**src/rtl/flex_counter_pkg.sv**
```systemverilog
// flex_counter_pkg
//   Shared types and constants for the flex_counter_v2 family.
//   cnt_mode_t : behaviour at a terminal value (wrap around or saturate).
//   DIR_DOWN / DIR_UP : encoding of the dir input.
package flex_counter_pkg;

    typedef enum logic {
        CNT_WRAP = 1'b0,
        CNT_SAT  = 1'b1
    } cnt_mode_t;

    localparam logic DIR_DOWN = 1'b0;
    localparam logic DIR_UP   = 1'b1;

endpackage

```
**src/rtl/flex_prescaler.sv**
```systemverilog
// flex_prescaler
//   Divides enabled cycles by (prescale_val + 1) and emits a combinational tick
//   in the enabled cycle where the prescaler sits at its terminal value.
// Ports
//   clk           in  rising-edge clock
//   rst           in  synchronous active-high reset
//   clear         in  synchronous restart of the prescaler (clear or load)
//   count_enable  in  advance the prescaler this cycle
//   prescale_val  in  terminal value of the prescaler
//   tick          out 1 in the enabled cycle that reaches the terminal value
module flex_prescaler #(
    parameter int PRESCALE_BITS = 4
) (
    input  logic                     clk,
    input  logic                     rst,
    input  logic                     clear,
    input  logic                     count_enable,
    input  logic [PRESCALE_BITS-1:0] prescale_val,
    output logic                     tick
);

    logic [PRESCALE_BITS-1:0] psc;

    // '>=' rather than '==' so that lowering prescale_val below the current
    // prescaler value mid-run still terminates the period immediately.
    assign tick = count_enable && (psc >= prescale_val);

    always_ff @(posedge clk) begin
        if (rst || clear) begin
            psc <= '0;
        end else if (count_enable) begin
            if (tick) begin
                psc <= '0;
            end else begin
                psc <= psc + PRESCALE_BITS'(1);
            end
        end
    end

endmodule

```
**src/rtl/flex_counter_v2.sv**
```systemverilog
// flex_counter_v2
//   Up/down counter over 0..rollover_val with wrap or saturate behaviour,
//   parallel load and a built-in prescaler. All outputs are registered.
//   Per-cycle priority: rst > clear > load > tick > hold.
// Ports
//   clk, rst       clock, synchronous active-high reset
//   clear          synchronous clear of count, prescaler and all flags
//   count_enable   advance the prescaler this cycle
//   dir            1 = up, 0 = down
//   mode           0 = CNT_WRAP, 1 = CNT_SAT
//   load, load_val parallel load of the count (values above rollover_val kept)
//   rollover_val   terminal value of the count
//   prescale_val   count moves every prescale_val+1 enabled cycles
//   count_out      registered count
//   rollover_flag  one-cycle pulse in the cycle count_out shows a wrapped value
//   sat_flag       high while the count is held at a limit in CNT_SAT
//   ovf_sticky     set on any wrap or saturation, cleared by clear/rst
module flex_counter_v2
    import flex_counter_pkg::*;
#(
    parameter int NUM_CNT_BITS  = 8,
    parameter int PRESCALE_BITS = 4
) (
    input  logic                     clk,
    input  logic                     rst,
    input  logic                     clear,
    input  logic                     count_enable,
    input  logic                     dir,
    input  logic                     mode,
    input  logic                     load,
    input  logic [NUM_CNT_BITS-1:0]  load_val,
    input  logic [NUM_CNT_BITS-1:0]  rollover_val,
    input  logic [PRESCALE_BITS-1:0] prescale_val,
    output logic [NUM_CNT_BITS-1:0]  count_out,
    output logic                     rollover_flag,
    output logic                     sat_flag,
    output logic                     ovf_sticky
);

    cnt_mode_t                mode_e;
    logic                     tick;
    logic [NUM_CNT_BITS-1:0]  cnt_nxt;
    logic                     rf_nxt;
    logic                     sat_nxt;
    logic                     ovf_nxt;
    logic                     at_top;
    logic                     at_zero;
    logic                     above_top;

    assign mode_e = cnt_mode_t'(mode);

    flex_prescaler #(
        .PRESCALE_BITS(PRESCALE_BITS)
    ) u_prescaler (
        .clk          (clk),
        .rst          (rst),
        .clear        (clear | load),
        .count_enable (count_enable),
        .prescale_val (prescale_val),
        .tick         (tick)
    );

    // Limits are compared before any +/-1, so the count never wraps modulo
    // 2**NUM_CNT_BITS.
    assign at_top    = (count_out >= rollover_val);
    assign above_top = (count_out > rollover_val);
    assign at_zero   = (count_out == '0);

    always_comb begin
        cnt_nxt = count_out;
        rf_nxt  = 1'b0;
        sat_nxt = sat_flag;
        ovf_nxt = ovf_sticky;
        if (clear) begin
            cnt_nxt = '0;
            sat_nxt = 1'b0;
            ovf_nxt = 1'b0;
        end else if (load) begin
            cnt_nxt = load_val;
            sat_nxt = 1'b0;
        end else if (tick) begin
            case (dir)
                DIR_UP: begin
                    if (!at_top) begin
                        cnt_nxt = count_out + NUM_CNT_BITS'(1);
                        sat_nxt = 1'b0;
                    end else if (mode_e == CNT_WRAP) begin
                        cnt_nxt = '0;
                        rf_nxt  = 1'b1;
                        ovf_nxt = 1'b1;
                        // With rollover_val==0 the wrap leaves the count at 0,
                        // so sat_flag is not disturbed.
                        if (!at_zero) sat_nxt = 1'b0;
                    end else begin
                        cnt_nxt = rollover_val;
                        sat_nxt = 1'b1;
                        ovf_nxt = 1'b1;
                    end
                end
                DIR_DOWN: begin
                    if (above_top) begin
                        // Out-of-range loaded value: snap to the terminal value.
                        cnt_nxt = rollover_val;
                        sat_nxt = 1'b0;
                    end else if (!at_zero) begin
                        cnt_nxt = count_out - NUM_CNT_BITS'(1);
                        sat_nxt = 1'b0;
                    end else if (mode_e == CNT_WRAP) begin
                        cnt_nxt = rollover_val;
                        rf_nxt  = 1'b1;
                        ovf_nxt = 1'b1;
                        if (rollover_val != '0) sat_nxt = 1'b0;
                    end else begin
                        sat_nxt = 1'b1;
                        ovf_nxt = 1'b1;
                    end
                end
            endcase
        end
    end

    always_ff @(posedge clk) begin
        if (rst) begin
            count_out     <= '0;
            rollover_flag <= 1'b0;
            sat_flag      <= 1'b0;
            ovf_sticky    <= 1'b0;
        end else begin
            count_out     <= cnt_nxt;
            rollover_flag <= rf_nxt;
            sat_flag      <= sat_nxt;
            ovf_sticky    <= ovf_nxt;
        end
    end

endmodule

```
**config.mk**
```make
export PLATFORM = sky130hd
export DESIGN_NAME = flex_counter_v2
export DESIGN_NICKNAME = d
export VERILOG_FILES = /design/src/rtl/flex_counter_pkg.sv /design/src/rtl/flex_prescaler.sv /design/src/rtl/flex_counter_v2.sv
export SDC_FILE = /design/constraint.sdc
export NUM_CORES = 1
export LEC_CHECK = 0
export CAP_MARGIN = 20
export CELL_PAD_IN_SITES_DETAIL_PLACEMENT = 1
export CELL_PAD_IN_SITES_GLOBAL_PLACEMENT = 2
export CORE_AREA = 2 2 79 81
export CTS_BUF_LIST = sky130_fd_sc_hd__clkbuf_16
export CTS_CLUSTER_DIAMETER = 100
export DETAILED_ROUTE_END_ITERATION = 6
export DIE_AREA = 0 0 81 83
export PLACE_DENSITY_LB_ADDON = 0.1
export SLEW_MARGIN = 10
export SYNTH_ARGS = -nofsm -noshare
export SYNTH_HDL_FRONTEND = slang
export SYNTH_SLANG_ARGS = --single-unit
```
**constraint.sdc**
```tcl
create_clock -name clk -period 3.7 [get_ports clk]
set_input_delay 0.925 -clock clk [delete_from_list [all_inputs] [get_ports clk]]
set_output_delay 0.925 -clock clk [all_outputs]
set_load 0.05 [all_outputs]
```
==> results of run 1 <==
[flip-flops by register name (all words and copies together), names as in the netlist]
| name | flops |
|---|---|
| rollover_flag | 1 |
| count_out | 8 |
| sat_flag | 1 |
| u_prescaler.psc | 4 |
| ovf_sticky | 1 |
[power groups by stage]
stage,Sequential (W),Clock [W],Combinational [W]
floorplan,0.000187,0,0.000104
global placement,0.000179,0,0.000187
detailed placement,0.000179,0,0.000186
CTS,0.000175,0.000225,0.000187
global route,0.000176,0.000232,0.000206
finish,0.000175,0.000219,0.000186
[worst max-delay path by stage]
stage | endpoint | slack (ps) | cells after the start | start
final | sat_flag | 400 | 9 | rollover_val[3]
after global routing | count_out[2] | 200 | 10 | rollover_val[3]
after CTS | sat_flag | 390 | 10 | rollover_val[5]
after detailed placement | sat_flag | 130 | 9 | rollover_val[3]
after global placement | count_out[5] | 80 | 11 | rollover_val[5]
after floorplan | sat_flag | 840 | 8 | rollover_val[3]
[cell usage in the layout, fill, tap and decap left out, types with 2 or more instances in the layout]
cell	netlist	final
o21ai_0	4	4
a211oi_1	2	2
dfxtp_1	15	15
nand2_1	18	18
o21ai_1	4	4
buf_4	0	6
a32oi_1	3	3
clkdlybuf4s50_1	0	37
o211ai_1	2	2
nand3_1	4	4
a311oi_1	2	2
a31oi_1	4	4
a21oi_1	11	11
or3_1	5	5
o21a_1	4	4
nor2_1	14	14
inv_1	17	17
nor3b_1	2	2
o31ai_1	6	6
nor3_1	6	6
xor2_1	3	3
and3_1	4	4
nand4_1	7	7
nand2b_1	4	4
ha_1	16	16
a31o_2	3	3
xnor2_1	6	6
clkbuf_16	0	3
a41o_1	2	2
nor4_1	3	3
o311ai_0	3	3
[per-layer routing]
layer	GRT usage	up-vias	routed length, um
met5	0	-	0
met4	0.0493	0	70
met3	0.0163	8	276
met2	0.280	48	2690
met1	0.242	820	2640
li1	-	848	-
[cell type report]
class	count	area, um2
Inverter	17	63.8
Tap cell	75	93.8
Multi-Input combinational cell	165	1180
Sequential cell	15	300
Fill cell	712	3690
Clock inverter	1	5.00
Clock buffer	3	75.1
Timing Repair Buffer	43	415
[through the flow]
step	worst slack [ps]	cell area (um2)	total power, W	std cells	hold WS, ps
after floorplan	844	1580	0.000291	206	483
after global placement	83.5	2050	0.000366	315	457
after detailed placement	127	2050	0.000365	315	474
after CTS	393	2130	0.000588	319	487
after global routing	196	2130	0.000614	319	516
final	396	2130	0.000581	319	475
[critical path: stages]
cell and delay, ps:
clkdlybuf4s50_1 510, inv_1 60, ha_1 330, a21oi_1 360, a31oi_2 210, o21ai_1 300
o31ai_1 120, or4b_1 520, a21oi_1 150
[cells by family after synthesis]
| group | after synthesis | share of synthesized area |
|---|---|---|
| multiplexers | 1 | 0.00634 |
| buffers and inverters | 26 | 0.0642 |
| AND/OR/NAND/NOR | 76 | 0.264 |
| XOR/XNOR | 9 | 0.0500 |
| AO/OA/AOI/OAI | 63 | 0.298 |
| flip-flops | 15 | 0.190 |
| adder cells (fa/ha/maj) | 16 | 0.127 |
==> out/qor.json, run 1 <==
{
  "timing": {
    "worst-slew-pin-transition_ps": 650,
    "timing.final.setup_violations": 0,
    "slew-limit-headroom": 0.565,
    "slew_viol_final": 0,
    "hold_viol_final": 0,
    "post-route-min-period_ps": 3300,
    "setup_repair_after_global_routing_missed_its_margin": "false",
    "final.setup_skew_ps": 3.98,
    "achievable-frequency_ghz": 0.303,
    "finalCritPeriodShare": 0.893,
    "tns_ps": 0
  },
  "worst_hold_path": {
    "hold_end": "ovf_sticky",
    "min_path_type": "reg2reg",
    "min_from": "ovf_sticky",
    "worst_hold_path.num_cells": 1
  },
  "pwr": {
    "power.density_mw_per_mm2": 273,
    "switching_share": 0.327,
    "seq_power_share": 0.302,
    "power.ir.vdd_worst_v": 0.000112,
    "share_clk_of_total_power": 0.378,
    "internal_power_w": 0.000391,
    "share_comb_of_total_power": 0.320,
    "leakage_nw": 0.830,
    "power.net_switching_w": 0.000190
  },
  "detailed_routing": {
    "totalWireLength_um": 5680,
    "via_density_per_instance": 5.40,
    "drt.antenna.violating_nets": 0,
    "detailroute.via_count": 1724,
    "dr.pass1.iters": 5,
    "post-route-drc-count": 0,
    "post_drt_wl_per_cell_um": 17.8,
    "drt_first_iter_violations": 61
  },
  "logic_synthesis": {
    "postSynth.topFlopCell": "dfxtp_1",
    "synthesis.instances": 206,
    "synth_top_cells_by_count": "18 x nand2_1, 17 x inv_1, 16 x ha_1",
    "seq_area_frac_synth": 0.190,
    "avgSynthCellArea_um2": 7.66,
    "netlist-cell-type-count": 54,
    "yosysTopAreaCellShare": 0.190,
    "syn-num-nets": 249,
    "ys_async_sr_fraction": 0,
    "synth-seq-cells": 15,
    "synth_area_mm2": 0.00158,
    "synth_most_common_cell": "nand2_1",
    "synth_edf_count": 0,
    "synth_top_area_cell": "dfxtp_1",
    "ys_warn_count": 0,
    "ys_top_cells_by_area": "dfxtp_1 19%, ha_1 13%, nand2_1 4.3%"
  },
  "clocking": {
    "cts-buffers-inserted": 3,
    "cts-hold-fix-buffers": 0,
    "cts-root-to-sink-buffers": 2,
    "worst_skew_pair.late_latency_ps": 250,
    "post_cts_resize_count": 0,
    "cts.sinks": 15,
    "cts-root-buf": "clkbuf_16",
    "cts_tree": "yes",
    "post_cts.repair.setup_buffers": 0,
    "clock_input_transition_at_the_sequential_cells_of_the_worst_setup_and_hold_paths_ps": 50,
    "htree_num_levels": 1
  },
  "finish": {
    "antenna_cells_inserted": 0,
    "final_util": 0.366,
    "drive_above_1_share": 0.0943,
    "synthToLayoutAreaGrowth_pct": 35.0,
    "final_net_count": 288
  },
  "setup_path": {
    "worst_r2r_endpoint": "sat_flag",
    "maximum_fanout_along_the_worst_path": 5,
    "rr_startpoint": "count_out[0]",
    "worst-endpoint-required_ps": 3880,
    "worstSetupPathType": "in2reg",
    "critical_path.startpoint_type": "primary input",
    "timing.critical_path.to_type": "flip-flop",
    "cp.arrival_ps": 3490,
    "worstRegToRegCells": 8,
    "ff2ff_setup_slack_ps": 1050
  },
  "die": {
    "rows": 28,
    "floorplan.die.height_um": 83,
    "floorplan.core_area_mm2": 0.00582,
    "total_die_area_mm2": 0.00672,
    "floorplan.die.width_um": 81,
    "io_pins": 38,
    "initial_utilization": 0.271
  },
  "global_routing": {
    "pin_count_of_the_biggest_net_entering_global_routing": 20,
    "grt_antenna_before_repair": 0,
    "grtUsageTotal": 0.173,
    "grt_pass1_vias": 1717,
    "grt.overflow.total": 0,
    "grt_first_pass_wirelength_um": 9020
  },
  "outcome": {
    "run_status": "complete, no violations"
  },
  "place": {
    "port-buffer-count": 37,
    "post_dp_hpwl_um": 4600,
    "place_congestion": 0.842
  },
  "run": {
    "max-cap-violations": 0
  }
}
Note: power is estimated with default switching activity, not from simulation.
==> inputs of run 2 (changes only) <==
--- a/config.mk
+++ b/config.mk
@@ -8,13 +8,16 @@
 export CAP_MARGIN = 20
 export CELL_PAD_IN_SITES_DETAIL_PLACEMENT = 1
 export CELL_PAD_IN_SITES_GLOBAL_PLACEMENT = 2
-export CORE_AREA = 2 2 79 81
+export CORE_AREA = 2 2 78 80
 export CTS_BUF_LIST = sky130_fd_sc_hd__clkbuf_16
 export CTS_CLUSTER_DIAMETER = 100
 export DETAILED_ROUTE_END_ITERATION = 6
-export DIE_AREA = 0 0 81 83
+export DIE_AREA = 0 0 80 82
+export HOLD_SLACK_MARGIN = 0.08
 export PLACE_DENSITY_LB_ADDON = 0.1
+export REMOVE_ABC_BUFFERS = 1
 export SLEW_MARGIN = 10
 export SYNTH_ARGS = -nofsm -noshare
 export SYNTH_HDL_FRONTEND = slang
+export SYNTH_HIERARCHICAL = 1
 export SYNTH_SLANG_ARGS = --single-unit
==> run 2 against run 1 <==
Via count fell by 4.3%. Total power grew 4.5%. First-iteration DRC count fell by 26%. Cell area about the same.
==> out/qor.json, run 2 <==
{
  "pwr": {
    "power.ir.vdd_worst_v": 0.000220,
    "fin_total_pwr_w": 0.000607,
    "leakage_nw": 0.887,
    "power.density_mw_per_mm2": 285
  },
  "clocking": {
    "cts-hold-fix-buffers": 0,
    "cts.sinks": 15,
    "cts-root-to-sink-buffers": 2,
    "cts-buffers-inserted": 3,
    "htree_num_levels": 1,
    "cts-root-buf": "clkbuf_16",
    "cts_tree": "yes",
    "clock_input_transition_at_the_sequential_cells_of_the_worst_setup_and_hold_paths_ps": 50,
    "worst_skew_pair.late_latency_ps": 250
  },
  "detailed_routing": {
    "post-route-drc-count": 0,
    "totalWireLength_um": 5490,
    "dr.pass1.iters": 4,
    "post_drt_wl_per_cell_um": 17.2,
    "drt.antenna.violating_nets": 0,
    "detailroute.via_count": 1650,
    "drt_first_iter_violations": 45,
    "via_density_per_instance": 5.19
  },
  "finish": {
    "synthToLayoutAreaGrowth_pct": 38.4,
    "layout_commonest_cell": "clkdlybuf4s50_1",
    "final_net_count": 287,
    "mostFrequentLayoutCells": "37 x clkdlybuf4s50_1, 20 x nand2_1, 16 x inv_1, 16 x ha_1, 15 x dfxtp_1",
    "fillerInstances": 714,
    "area.sequential_um2": 300,
    "drive_above_1_share": 0.128,
    "area_used_by_multi_input_combinational_logic_mm2": 0.00113,
    "reg_top3": "count_out x8, u_prescaler/psc x4",
    "antenna_cells_inserted": 0,
    "layout.cells.non_filler": 318,
    "largest_register_ff_count": 8,
    "top_register": "count_out"
  },
  "timing": {
    "post_route_worst_hold_slack_ps": 447,
    "hold_viol_final": 0,
    "setup_repair_after_global_routing_missed_its_margin": "false",
    "timing.final.setup_violations": 0,
    "post-route-min-period_ps": 3220,
    "slew-limit-headroom": 0.569,
    "slew_viol_final": 0,
    "final.setup_skew_ps": 2.78,
    "finalCritPeriodShare": 0.871,
    "worst-slew-pin-transition_ps": 643,
    "achievable-frequency_ghz": 0.310,
    "tns_ps": 0
  },
  "logic_synthesis": {
    "ys_async_sr_fraction": 0,
    "synth_top_area_cell": "dfxtp_1",
    "netlist-cell-type-count": 47,
    "seq_area_frac_synth": 0.195,
    "yosysTopAreaCellShare": 0.195,
    "ys_warn_count": 6,
    "synth_top_cells_by_count": "20 x nand2_1, 16 x ha_1, 16 x inv_1",
    "synth_edf_count": 0,
    "synth_most_common_cell": "nand2_1",
    "avgSynthCellArea_um2": 7.77,
    "synth_area_mm2": 0.00154,
    "ys_top_cells_by_area": "dfxtp_1 20%, ha_1 13%, nand2_1 4.9%",
    "postSynth.topFlopCell": "dfxtp_1",
    "synth-seq-cells": 15,
    "synthesis.instances": 198
  },
  "global_routing": {
    "grt_first_pass_wirelength_um": 9030,
    "grt_pass1_vias": 1759,
    "grt.overflow.total": 0,
    "grtUsageTotal": 0.178,
    "pin_count_of_the_biggest_net_entering_global_routing": 15,
    "grt_antenna_before_repair": 0
  },
  "setup_path": {
    "timing.critical_path.to_type": "flip-flop",
    "cp_top_family": "simple AND/OR/NAND/NOR gates",
    "worst-endpoint-required_ps": 3870,
    "timing.critical_path.slowest_cell_delay_ps": 520,
    "maximum_fanout_along_the_worst_path": 14,
    "critPathSlowestCell": "clkdlybuf4s50_1",
    "critical_path.startpoint_type": "primary input",
    "path_common_cell": "nor2_2",
    "cp_num_buf_inv": 2,
    "cp.arrival_ps": 3400,
    "crit_path_cell_trace": "clkdlybuf4s50_1 > inv_1 > ha_1 > nand4_1 > nor2_2 > a211oi_2 > nor4_1 > nor2_2 > o221ai_1 > a31oi_1",
    "worstSetupPathType": "in2reg"
  },
  "die": {
    "total_die_area_mm2": 0.00656,
    "rows": 28,
    "floorplan.die.width_um": 80,
    "io_pins": 38,
    "floorplan.core_area_mm2": 0.00575,
    "initial_utilization": 0.268,
    "floorplan.die.height_um": 82
  },
  "outcome": {
    "run_status": "complete, no violations"
  },
  "place": {
    "place_congestion": 0.885,
    "port-buffer-count": 37,
    "dp.cells": 314,
    "post_dp_hpwl_um": 4500
  },
  "worst_hold_path": {
    "min_path_type": "reg2reg"
  },
  "run": {
    "max-cap-violations": 0
  }
}
-- run 2: worst paths after layout --
kind,slack (ps),cells past startpoint,end,startpoint
max,480,10,count_out[7],rollover_val[7]
min,450,1,ovf_sticky,ovf_sticky
max reg2reg,1200,8,count_out[7],count_out[5]
min reg2reg,450,1,ovf_sticky,ovf_sticky
-- run 2: final cells by class --
cell class,instances,share of cell area
multi-input cells,158,0.531
repair buffers,49,0.216
flip-flops and latches,15,0.141
well taps,75,0.0441
clock buffers,3,0.0353
inverters,17,0.0300
clock inverters,1,0.00235
-- run 2: what timing repair did --
item | in CTS | in global routing
resized for setup | 0 | 1
buffers inserted | 0 | 0
endpoints found under the setup margin | 0 | 4
-- run 2: logic make-up after synthesis --
group / synth area share
AND/OR/NAND/NOR: 0.250
AO/OA/AOI/OAI: 0.259
buffers and inverters: 0.0716
adder cells (fa/ha/maj): 0.130
flip-flops: 0.195
XOR/XNOR: 0.0683
multiplexers: 0.0260
-- run 2: power breakdown --
group | total (W) | switching [W] | internal [W]
registers | 0.000176 | 0.00000947 | 0.000167
logic | 0.000215 | 0.000120 | 0.0000953
clock network | 0.000215 | 0.0000707 | 0.000145
-- run 2: metrics by stage --
step / instance area [um2] / setup WS, ps / utilization
6_report: 2130 / 476 / 0.370
5_1_grt: 2130 / 188 / 0.370
4_1_cts: 2130 / 240 / 0.370
3_5_place_dp: 2050 / -17.2 / 0.356
3_3_place_gp: 2050 / 90.2 / 0.356
2_1_floorplan: 1490 / 797 / -
-- run 2: worst reg2reg max path: cells and delay by family (launching register included) --
kind / cells / cell delay, ps
simple gates: 4 / 840
compound gates: 3 / 700
flops: 1 / 570
fa+ha+maj: 1 / 330
-- run 2: routing by layer --
layer  up-vias  GRT usage  routed length [um]
li1        821          -                   -
met3         8     0.0341                 195
met2        31      0.325                2710
met4         0     0.0390                  80
met1       790      0.217                2500
met5         -          0                   0
